[src/rtl/bpb.svh]
// Shared branch-predictor defines: default BHT index width.
`ifndef BPB_SVH
`define BPB_SVH
`define BPB_T 8
`endif

[src/rtl/bpb_pkg.sv]
// Branch-predictor types: BHT 2-bit counter states, in-flight queue entry, resolver FSM.
`include "bpb.svh"

package bpb_pkg;
    typedef enum logic [1:0] {
        BHT_SNT = 2'b00,
        BHT_WNT = 2'b01,
        BHT_WT  = 2'b10,
        BHT_ST  = 2'b11
    } bht_state_e;

    typedef struct packed {
        logic [`BPB_T-1:0] index;
        bht_state_e        state;
    } bq_entry_t;

    typedef enum logic {
        RSV_RUN      = 1'b0,
        RSV_REDIRECT = 1'b1
    } rsv_state_e;

    // The counter's upper bit is the taken/not-taken prediction.
    function automatic logic pred_taken(bht_state_e s);
        return s[1];
    endfunction
endpackage

[src/rtl/bpb_resolver_fifo.sv]
// In-order queue of in-flight predicted branches with push, pop and flush.
module bpb_resolver_fifo
    import bpb_pkg::*;
#(
    parameter int DEPTH_WIDTH = 2
) (
    input  logic                 clk_i,
    input  logic                 rst_ni,
    input  logic                 push_i,
    input  logic                 pop_i,
    input  logic                 flush_i,
    input  bq_entry_t            push_data_i,
    output bq_entry_t            head_o,
    output logic                 full_o,
    output logic                 empty_o,
    output logic [DEPTH_WIDTH:0] count_o
);
    localparam int DEPTH = 1 << DEPTH_WIDTH;

    bq_entry_t              mem [DEPTH];
    logic [DEPTH_WIDTH-1:0] rd_ptr, wr_ptr;
    logic [DEPTH_WIDTH:0]   count;

    always_ff @(posedge clk_i or negedge rst_ni) begin
        if (!rst_ni) begin
            rd_ptr <= '0;
            wr_ptr <= '0;
            count  <= '0;
        end else if (flush_i) begin
            // Flush drops the head and everything younger in one step.
            rd_ptr <= wr_ptr;
            count  <= '0;
        end else begin
            if (push_i) wr_ptr <= wr_ptr + 1'b1;
            if (pop_i)  rd_ptr <= rd_ptr + 1'b1;
            case ({push_i, pop_i})
                2'b10:   count <= count + 1'b1;
                2'b01:   count <= count - 1'b1;
                default: count <= count;
            endcase
        end
    end

    always_ff @(posedge clk_i) begin
        if (push_i && !flush_i) mem[wr_ptr] <= push_data_i;
    end

    assign head_o  = mem[rd_ptr];
    assign count_o = count;
    assign full_o  = (count == (DEPTH_WIDTH+1)'(DEPTH));
    assign empty_o = (count == '0);
endmodule

[src/rtl/bpb_resolver.sv]
// Resolves in-flight branch predictions and issues BHT update requests.
// Optional BPB_RESOLVER_STATS_EN adds resolve/mispredict counters.
`include "bpb.svh"

module bpb_resolver
    import bpb_pkg::*;
#(
    parameter int DEPTH_WIDTH = 2,
    parameter int INDEX_WIDTH = `BPB_T
) (
    input  logic                   clk_i,
    input  logic                   rst_ni,
    input  logic                   en_i,
    input  logic                   push_i,
    input  logic [INDEX_WIDTH-1:0] push_index_i,
    input  logic [1:0]             push_state_i,
    input  logic                   resolve_i,
    input  logic                   resolve_taken_i,
    output logic                   update_en_o,
    output logic                   last_taken_o,
    output logic [INDEX_WIDTH-1:0] update_index_o,
    output logic                   mispredict_o,
    output logic                   full_o,
    output logic                   empty_o,
    output logic [DEPTH_WIDTH:0]   count_o,
    output logic [31:0]            resolve_cnt_o,
    output logic [31:0]            mispredict_cnt_o
);
    rsv_state_e state;
    bq_entry_t  push_entry, head;
    logic       q_full, q_empty;
    logic       pop_acc, push_acc, mispred;

    assign pop_acc  = en_i && resolve_i && !q_empty;
    assign mispred  = pop_acc && (resolve_taken_i != pred_taken(head.state));
    // A pop in the same cycle frees a slot; a mispredict discards the push.
    assign push_acc = en_i && push_i && (state == RSV_RUN) && (!q_full || pop_acc) && !mispred;

    assign push_entry.index = `BPB_T'(push_index_i);
    assign push_entry.state = bht_state_e'(push_state_i);

    bpb_resolver_fifo #(.DEPTH_WIDTH(DEPTH_WIDTH)) u_fifo (
        .clk_i       (clk_i),
        .rst_ni      (rst_ni),
        .push_i      (push_acc),
        .pop_i       (pop_acc),
        .flush_i     (mispred),
        .push_data_i (push_entry),
        .head_o      (head),
        .full_o      (q_full),
        .empty_o     (q_empty),
        .count_o     (count_o)
    );

    assign empty_o = q_empty;
    assign full_o  = q_full || (state == RSV_REDIRECT);

    always_ff @(posedge clk_i or negedge rst_ni) begin
        if (!rst_ni) begin
            state          <= RSV_RUN;
            update_en_o    <= 1'b0;
            last_taken_o   <= 1'b0;
            update_index_o <= '0;
            mispredict_o   <= 1'b0;
        end else if (!en_i) begin
            update_en_o  <= 1'b0;
            mispredict_o <= 1'b0;
        end else begin
            update_en_o  <= pop_acc;
            mispredict_o <= mispred;
            if (pop_acc) begin
                last_taken_o   <= resolve_taken_i;
                update_index_o <= INDEX_WIDTH'(head.index);
            end
            case (state)
                RSV_RUN:      if (mispred) state <= RSV_REDIRECT;
                RSV_REDIRECT: state <= RSV_RUN;
                default:      state <= RSV_RUN;
            endcase
        end
    end

`ifdef BPB_RESOLVER_STATS_EN
    always_ff @(posedge clk_i or negedge rst_ni) begin
        if (!rst_ni) begin
            resolve_cnt_o    <= '0;
            mispredict_cnt_o <= '0;
        end else begin
            if (pop_acc) resolve_cnt_o    <= resolve_cnt_o + 1'b1;
            if (mispred) mispredict_cnt_o <= mispredict_cnt_o + 1'b1;
        end
    end
`else
    assign resolve_cnt_o    = '0;
    assign mispredict_cnt_o = '0;
`endif
endmodule

[config.mk]
export PLATFORM = sky130hd
export DESIGN_NAME = bpb_resolver
export DESIGN_NICKNAME = d
export VERILOG_FILES = /design/src/rtl/bpb_pkg.sv /design/src/rtl/bpb_resolver_fifo.sv /design/src/rtl/bpb_resolver.sv
export VERILOG_INCLUDE_DIRS = /design/src /design/src/rtl
export SDC_FILE = /design/constraint.sdc
export NUM_CORES = 1
export LEC_CHECK = 0
export ABC_CLOCK_PERIOD_IN_PS = 5880
export CAP_MARGIN = 10
export CORE_MARGIN = 10
export CORE_UTILIZATION = 49
export CTS_CLUSTER_DIAMETER = 60
export CTS_CLUSTER_SIZE = 30
export DETAILED_ROUTE_END_ITERATION = 10
export PLACE_DENSITY = 0.86
export SLEW_MARGIN = 0
export SYNTH_ARGS = -nofsm -noshare
export SYNTH_HDL_FRONTEND = slang
export SYNTH_SLANG_ARGS = --single-unit
[constraint.sdc]
create_clock -name clk_i -period 5.88 [get_ports clk_i]
set_input_delay 0.588 -clock clk_i [delete_from_list [all_inputs] [get_ports clk_i]]
set_output_delay 0.588 -clock clk_i [all_outputs]
set_load 0.01 [all_outputs]
Word level (Yosys, flattened, before mapping) --
Memory sizes are Yosys's and may differ from the RTL's. Cells that the tools add are included.
Operators by class: add/subtract/negate cells 4, equal/unequal tests 4, muxes and demuxes 10, bitwise operators 2, reduce and logical (&&, ||, !) cells 18
Operators by type and width (number):
- logical AND 1 bit | 8
- case mux 3 bit (2 select lines) | 1
- 2-to-1 mux 1 bit | 5
- adder 2 x 1 -> 2 bit, second input constant | 2
- 2-to-1 mux 2 bit | 2
- AND reduction 2 bit | 2
- adder 3 x 1 -> 3 bit, second input constant | 1
- == test 3 bit, second input constant | 1
- zero test 1 bit | 3
- zero test 3 bit | 1
- 2-to-1 mux 3 bit | 1
- nonzero test 3 bit | 1
- subtractor 3 x 1 -> 3 bit, second input constant | 1
- == test 2 x 1 -> 1 bit, second input constant | 1
- == test 2 bit, second input constant | 1
- logical OR 1 bit | 2
- NOT 1 bit | 2
- case mux 1 bit (2 select lines) | 1
- nonzero test 2 bit | 1
- != test 1 bit | 1
Storage, ports and cells: flip-flop bits (word level) 19, bits in writable memories 40, output and inout bits 80, logic and storage cells 47, memories kept 1
Memories:
- u_fifo.mem | words 4, width 10, read ports 1, clocked after Yosys merged registers in 0, wr ports 1, RTL line bpb_resolver_fifo.sv:20 | bq_entry_t mem [DEPTH];

Depth between registers and ports, before layout --
depth in word-level cells 9, depth in mapped cells 11, gate-level depth less buffers 10

Modules after synthesis --
From an unflattened synthesis, not the netlist that was laid out.
Unflattened totals: cells, all modules 195, area total of the unflattened synthesis 2887.8 µm²
Modules (own cells, without submodules):
- bpb_resolver_fifo | times used 1, cells an instance 95, area an instance 1895.6 µm²
- bpb_resolver | times used 1, cells an instance 100, area an instance 992.2 µm²

Worst setup path before layout --
Ideal clock, no wire load.
path type reg-to-reg, start register u_fifo.count[0], in the netlist u_fifo.count_o[0], end register u_fifo.count[2], in the netlist u_fifo.count_o[2], data arrival time 2.689 ns, required time 5.798 ns, setup slack 3.109 ns, stages on the path, launching flop included 11, buffers on the path 1, cell sequence dfrtp_1 -> nor3_1 -> or2_1 -> buf_2 -> inv_2 -> and3_1 -> nor2_2 -> nor2_1 -> fa_1 -> or4_1 -> a22oi_2
Between the ends: longest elaborated chain between the ends 9, elaborated cells between the ends (all ways) 17, classes of those cells 2 x add/sub; 3 x eq/ne; 2 x mux; 10 x reduce/logical
Ends and longest elaborated chain:
- start, declared | RTL line bpb_resolver_fifo.sv:22 | logic [DEPTH_WIDTH:0] count;
- start signal, assigned | RTL line bpb_resolver_fifo.sv:37 | 2'b10: count <= count + 1'b1;
- start signal, assigned | RTL line bpb_resolver_fifo.sv:38 | 2'b01: count <= count - 1'b1;
- start signal, assigned | RTL line bpb_resolver_fifo.sv:39 | default: count <= count;
- zero test 3 bit * | RTL line bpb_resolver_fifo.sv:51 | assign empty_o = (count == '0);
- via empty_o | RTL line bpb_resolver.sv:24 | output logic empty_o,
- zero test 1 bit * | RTL line bpb_resolver.sv:34 | assign pop_acc = en_i && resolve_i && !q_empty;
- logical AND 1 bit * | RTL line bpb_resolver.sv:34
- logical OR 1 bit / logical AND 1 bit (equally long branches) | RTL line bpb_resolver.sv:37, bpb_resolver.sv:35
- logical AND 1 bit / zero test 1 bit (equally long branches) | RTL line bpb_resolver.sv:37 | assign push_acc = en_i && push_i && (state == RSV_RUN) && (!q_full || pop_acc) && !mispred;
- logical AND 1 bit | RTL line bpb_resolver.sv:37
- == test 2 x 1 -> 1 bit / == test 2 bit (equally long branches) | RTL line bpb_resolver_fifo.sv:36 | case ({push_i, pop_i})
- case mux 3 bit (2 select lines) | RTL line bpb_resolver_fifo.sv:36
- 2-to-1 mux 3 bit | RTL line bpb_resolver_fifo.sv:29 | end else if (flush_i) begin
The timed path passes the listed nets; every way through them passes the cells marked *. A chain may end at the register's enable or synchronous reset.

Worst setup path in the final report --
start input port en_i, end register u_fifo.count[2], in the netlist u_fifo.count_o[2]
Between the ends: longest elaborated chain between the ends 8, elaborated cells between the ends (all ways) 14, classes of those cells 2 x eq/ne; 2 x mux; 10 x reduce/logical
Ends and longest elaborated chain:
- start, declared | RTL line bpb_resolver.sv:13 | input logic en_i,
- logical AND 1 bit (2 in series) | RTL line bpb_resolver.sv:34
- logical OR 1 bit / logical AND 1 bit (equally long branches) | RTL line bpb_resolver.sv:37, bpb_resolver.sv:35
- logical AND 1 bit / zero test 1 bit (equally long branches) | RTL line bpb_resolver.sv:37
- logical AND 1 bit | RTL line bpb_resolver.sv:37
- == test 2 x 1 -> 1 bit / == test 2 bit (equally long branches) | RTL line bpb_resolver_fifo.sv:36
- case mux 3 bit (2 select lines) | RTL line bpb_resolver_fifo.sv:36
- 2-to-1 mux 3 bit | RTL line bpb_resolver_fifo.sv:29
Parallel ways exist; a longest one is shown, timed or not.

==> results.toml <==
[outcome]
status = "completed"

[floorplan]
num_rows = 27
initial_utilization = 0.503
die_area_mm2 = 0.00905
num_io_pins = 96
die_x_um = 95.2
die_h_um = 95.2
core-area_mm2 = 0.00551

[cells_and_area]
nFillCells = 465
area_growth_pct = 7.46
fin_nets = 272
drive_gt1_frac = 0.0754
insertedDiodeCount = 0

[pwr]
seqPwrFrac = 0.485
pwr-share-clk = 0.169
vdd_drop_max_mv = 0.241
p_comb_frac = 0.346
cellPowerDensity_mw_per_mm2 = 404
p_leak_nw = 1.26
swShare = 0.337
p_int_w = 0.000796
power.switching_w = 0.000404

[routing]
vias = 1521
wl_per_cell_um = 16.3
dr.pass1.iters = 4
postRouteAntennaNets = 0
drc = 0
via_per_inst = 4.69
drt_iter0_drc = 118
wirelength_um = 5290

[timing]
rsz0062_at_grt = "false"
slew-limit-headroom = 0.377
worst_clock_skew_ns = 0.00397
hold_viol = 0
setup_violations = 0
tightest_slew_ns = 0.932
setup_slack_ns = 2.34
setup_tns_ns = 0
timing.final.crit_period_ns = 3.54
period_share = 0.602
slew_violations = 0
max_freq_ghz = 0.282

[worst_setup_path]
startpoint_type = "primary input"
cp_max_fo = 19
crit_chain = "clkdlybuf4s50_1 -> nand2_1 -> or2_1 -> inv_2 -> and3_1 -> nor2_2 -> nor2_1 -> fa_1 -> or4_1 -> a22oi_2"
endpoint_kind = "register"
r2r_slack_ns = 2.46
crit_slowest_cell = "or2_1"
cp_num_cells = 10
rr_worst_depth = 9
worstPathRequired_ns = 6.12
cp_top_family = "simple AND/OR/NAND/NOR gates"
path_class = "in2reg"
r2r_start = "u_fifo.count_o[0]"
worstPathArrival_ns = 3.78
slowest_delay_ns = 0.56
path_buf_inv = 2
r2r-end = "u_fifo.count_o[2]"

[clock_network]
clockBufferDepth = 2
cts_resized = 0
ctsHoldBuffers = 0
cts_sinks = 55
htreeDepth = 2
root_buffer = "clkbuf_8"
path_clk_slew_ns = 0.09
cts_buffers = 5
cts_tree = "yes"
postCtsSetupRepairBufs = 0
clk_latency_ns = 0.31

[hold_path]
worstHoldPathType = "reg2reg"
hold_end = "update_index_o[3]"
whs_path_depth = 2
holdCritStartpoint = "update_index_o[3]"

[synth]
yosysMostFrequentCell = "buf_4"
synth_cell_types = 39
netlist.area_leader.share = 0.391
synth_flop_cell = "edfxtp_1"
netlist_instances = 221
ys_seq_elements = 55
synth_largest_area_cell = "edfxtp_1"
synthArstFlopShare = 0.345
ys_seq_area_frac = 0.562
synth_area_per_cell_um2 = 12.5
yosysWarnings = 0
synth_common_cells = "buf_4 (64), edfxtp_1 (36), nand2_1 (32)"
syn_area_mm2 = 0.00277
synth_edf_count = 36
ys_top_cells_by_area = "edfxtp_1 (39%), buf_4 (17%), dfrtp_1 (17%), mux4_2 (6.5%), nand2_1 (4.3%)"

[global_route]
grt_max_degree = 20
antenna_found_initial = 0
overflow = 0
grt_pass1_vias = 1485
grt_pass1_wl_um = 7560
grt_usage = 0.110

[placed_design]
port_buffers = 30
place_hpwl_um = 3920
place_ws_ns = 2.05
place_congestion = 0.705

[flow_run]
drv_cap = 0
-- routing by layer --
layer	wire (um)	up-vias	track usage
met5	0	-	0
met4	58	0	0.0449
met3	787	7	0.0385
met2	2530	88	0.178
met1	1910	735	0.129
li1	-	691	-
-- cells by family after synthesis --
group           synth area share
flops                      0.562
mux                       0.0850
other cells              0.00135
simple gates              0.0981
fa+ha+maj                 0.0253
compound gates            0.0321
xor+xnor                 0.00633
buf+inv                    0.189
-- worst reg2reg max path, stage by stage, from the launching register on --
cell	delay [ns]
dfrtp_1	0.48
nor3_1	0.24
or2_1	0.58
inv_2	0.31
and3_1	0.29
nor2_2	0.23
nor2_1	0.09
fa_1	0.46
or4_1	0.55
a22oi_2	0.12
-- layout by cell type (no fill, tap or decap), types with 4 or more instances in the layout --
master	n
mux2i_1	4
nand2_1	32
mux4_2	8
nand3_1	4
inv_1	4
clkdlybuf4s50_1	30
and2_1	5
ha_1	4
clkbuf_8	5
edfxtp_1	36
conb_1	64
dfrtp_1	19
-- flip-flops by register name, summed over array words and instances, names as in the netlist --
name,count
u_fifo.rd_ptr,2
update_en_o,1
mispredict_o,1
u_fifo.wr_ptr,2
state,1
u_fifo.mem,36
update_index_o,8
last_taken_o,1
u_fifo.count_o,3
-- area by class of cell --
cell class / count / area, um^2 / area share
Clock inverter: 2 / 12.5 / 0.00421
Multi-Input combinational cell: 154 / 923 / 0.310
Inverter: 5 / 18.8 / 0.00631
Timing Repair Buffer: 30 / 300 / 0.101
Sequential cell: 55 / 1560 / 0.523
Clock buffer: 6 / 72.6 / 0.0244
Tap cell: 72 / 90.1 / 0.0303
-- worst max path at each step --
stage | startpoint | endpoint
4_1_cts | en_i | u_fifo.count_o[2]
3_3_place_gp | en_i | u_fifo.count_o[2]
5_1_grt | en_i | u_fifo.count_o[2]
2_1_floorplan | u_fifo.count_o[0] | u_fifo.count_o[2]
3_5_place_dp | en_i | u_fifo.count_o[2]
6_report | en_i | u_fifo.count_o[2]
-- power groups by stage --
stage | clock [W] | sequential [W] | combinational, W
floorplan | 0 | 0.000572 | 0.000289
global placement | 0 | 0.000588 | 0.000398
detailed placement | 0 | 0.000593 | 0.000417
CTS | 0.000207 | 0.000585 | 0.000419
global route | 0.000225 | 0.000597 | 0.000454
finish | 0.000202 | 0.000582 | 0.000415
-- stage by stage --
stage                     hold slack, ns  cell area [um^2]  total power, W  std cells   util
after detailed placement           0.461              2890         0.00101        316  0.525
final                              0.482              2970         0.00120        324  0.540
after global placement             0.458              2890        0.000986        316  0.525
after CTS                          0.488              2970         0.00121        324  0.540
after floorplan                    0.292              3000        0.000860        284      -
after global routing               0.512              2970         0.00128        324  0.540
Power figures use the tool's default switching activity.
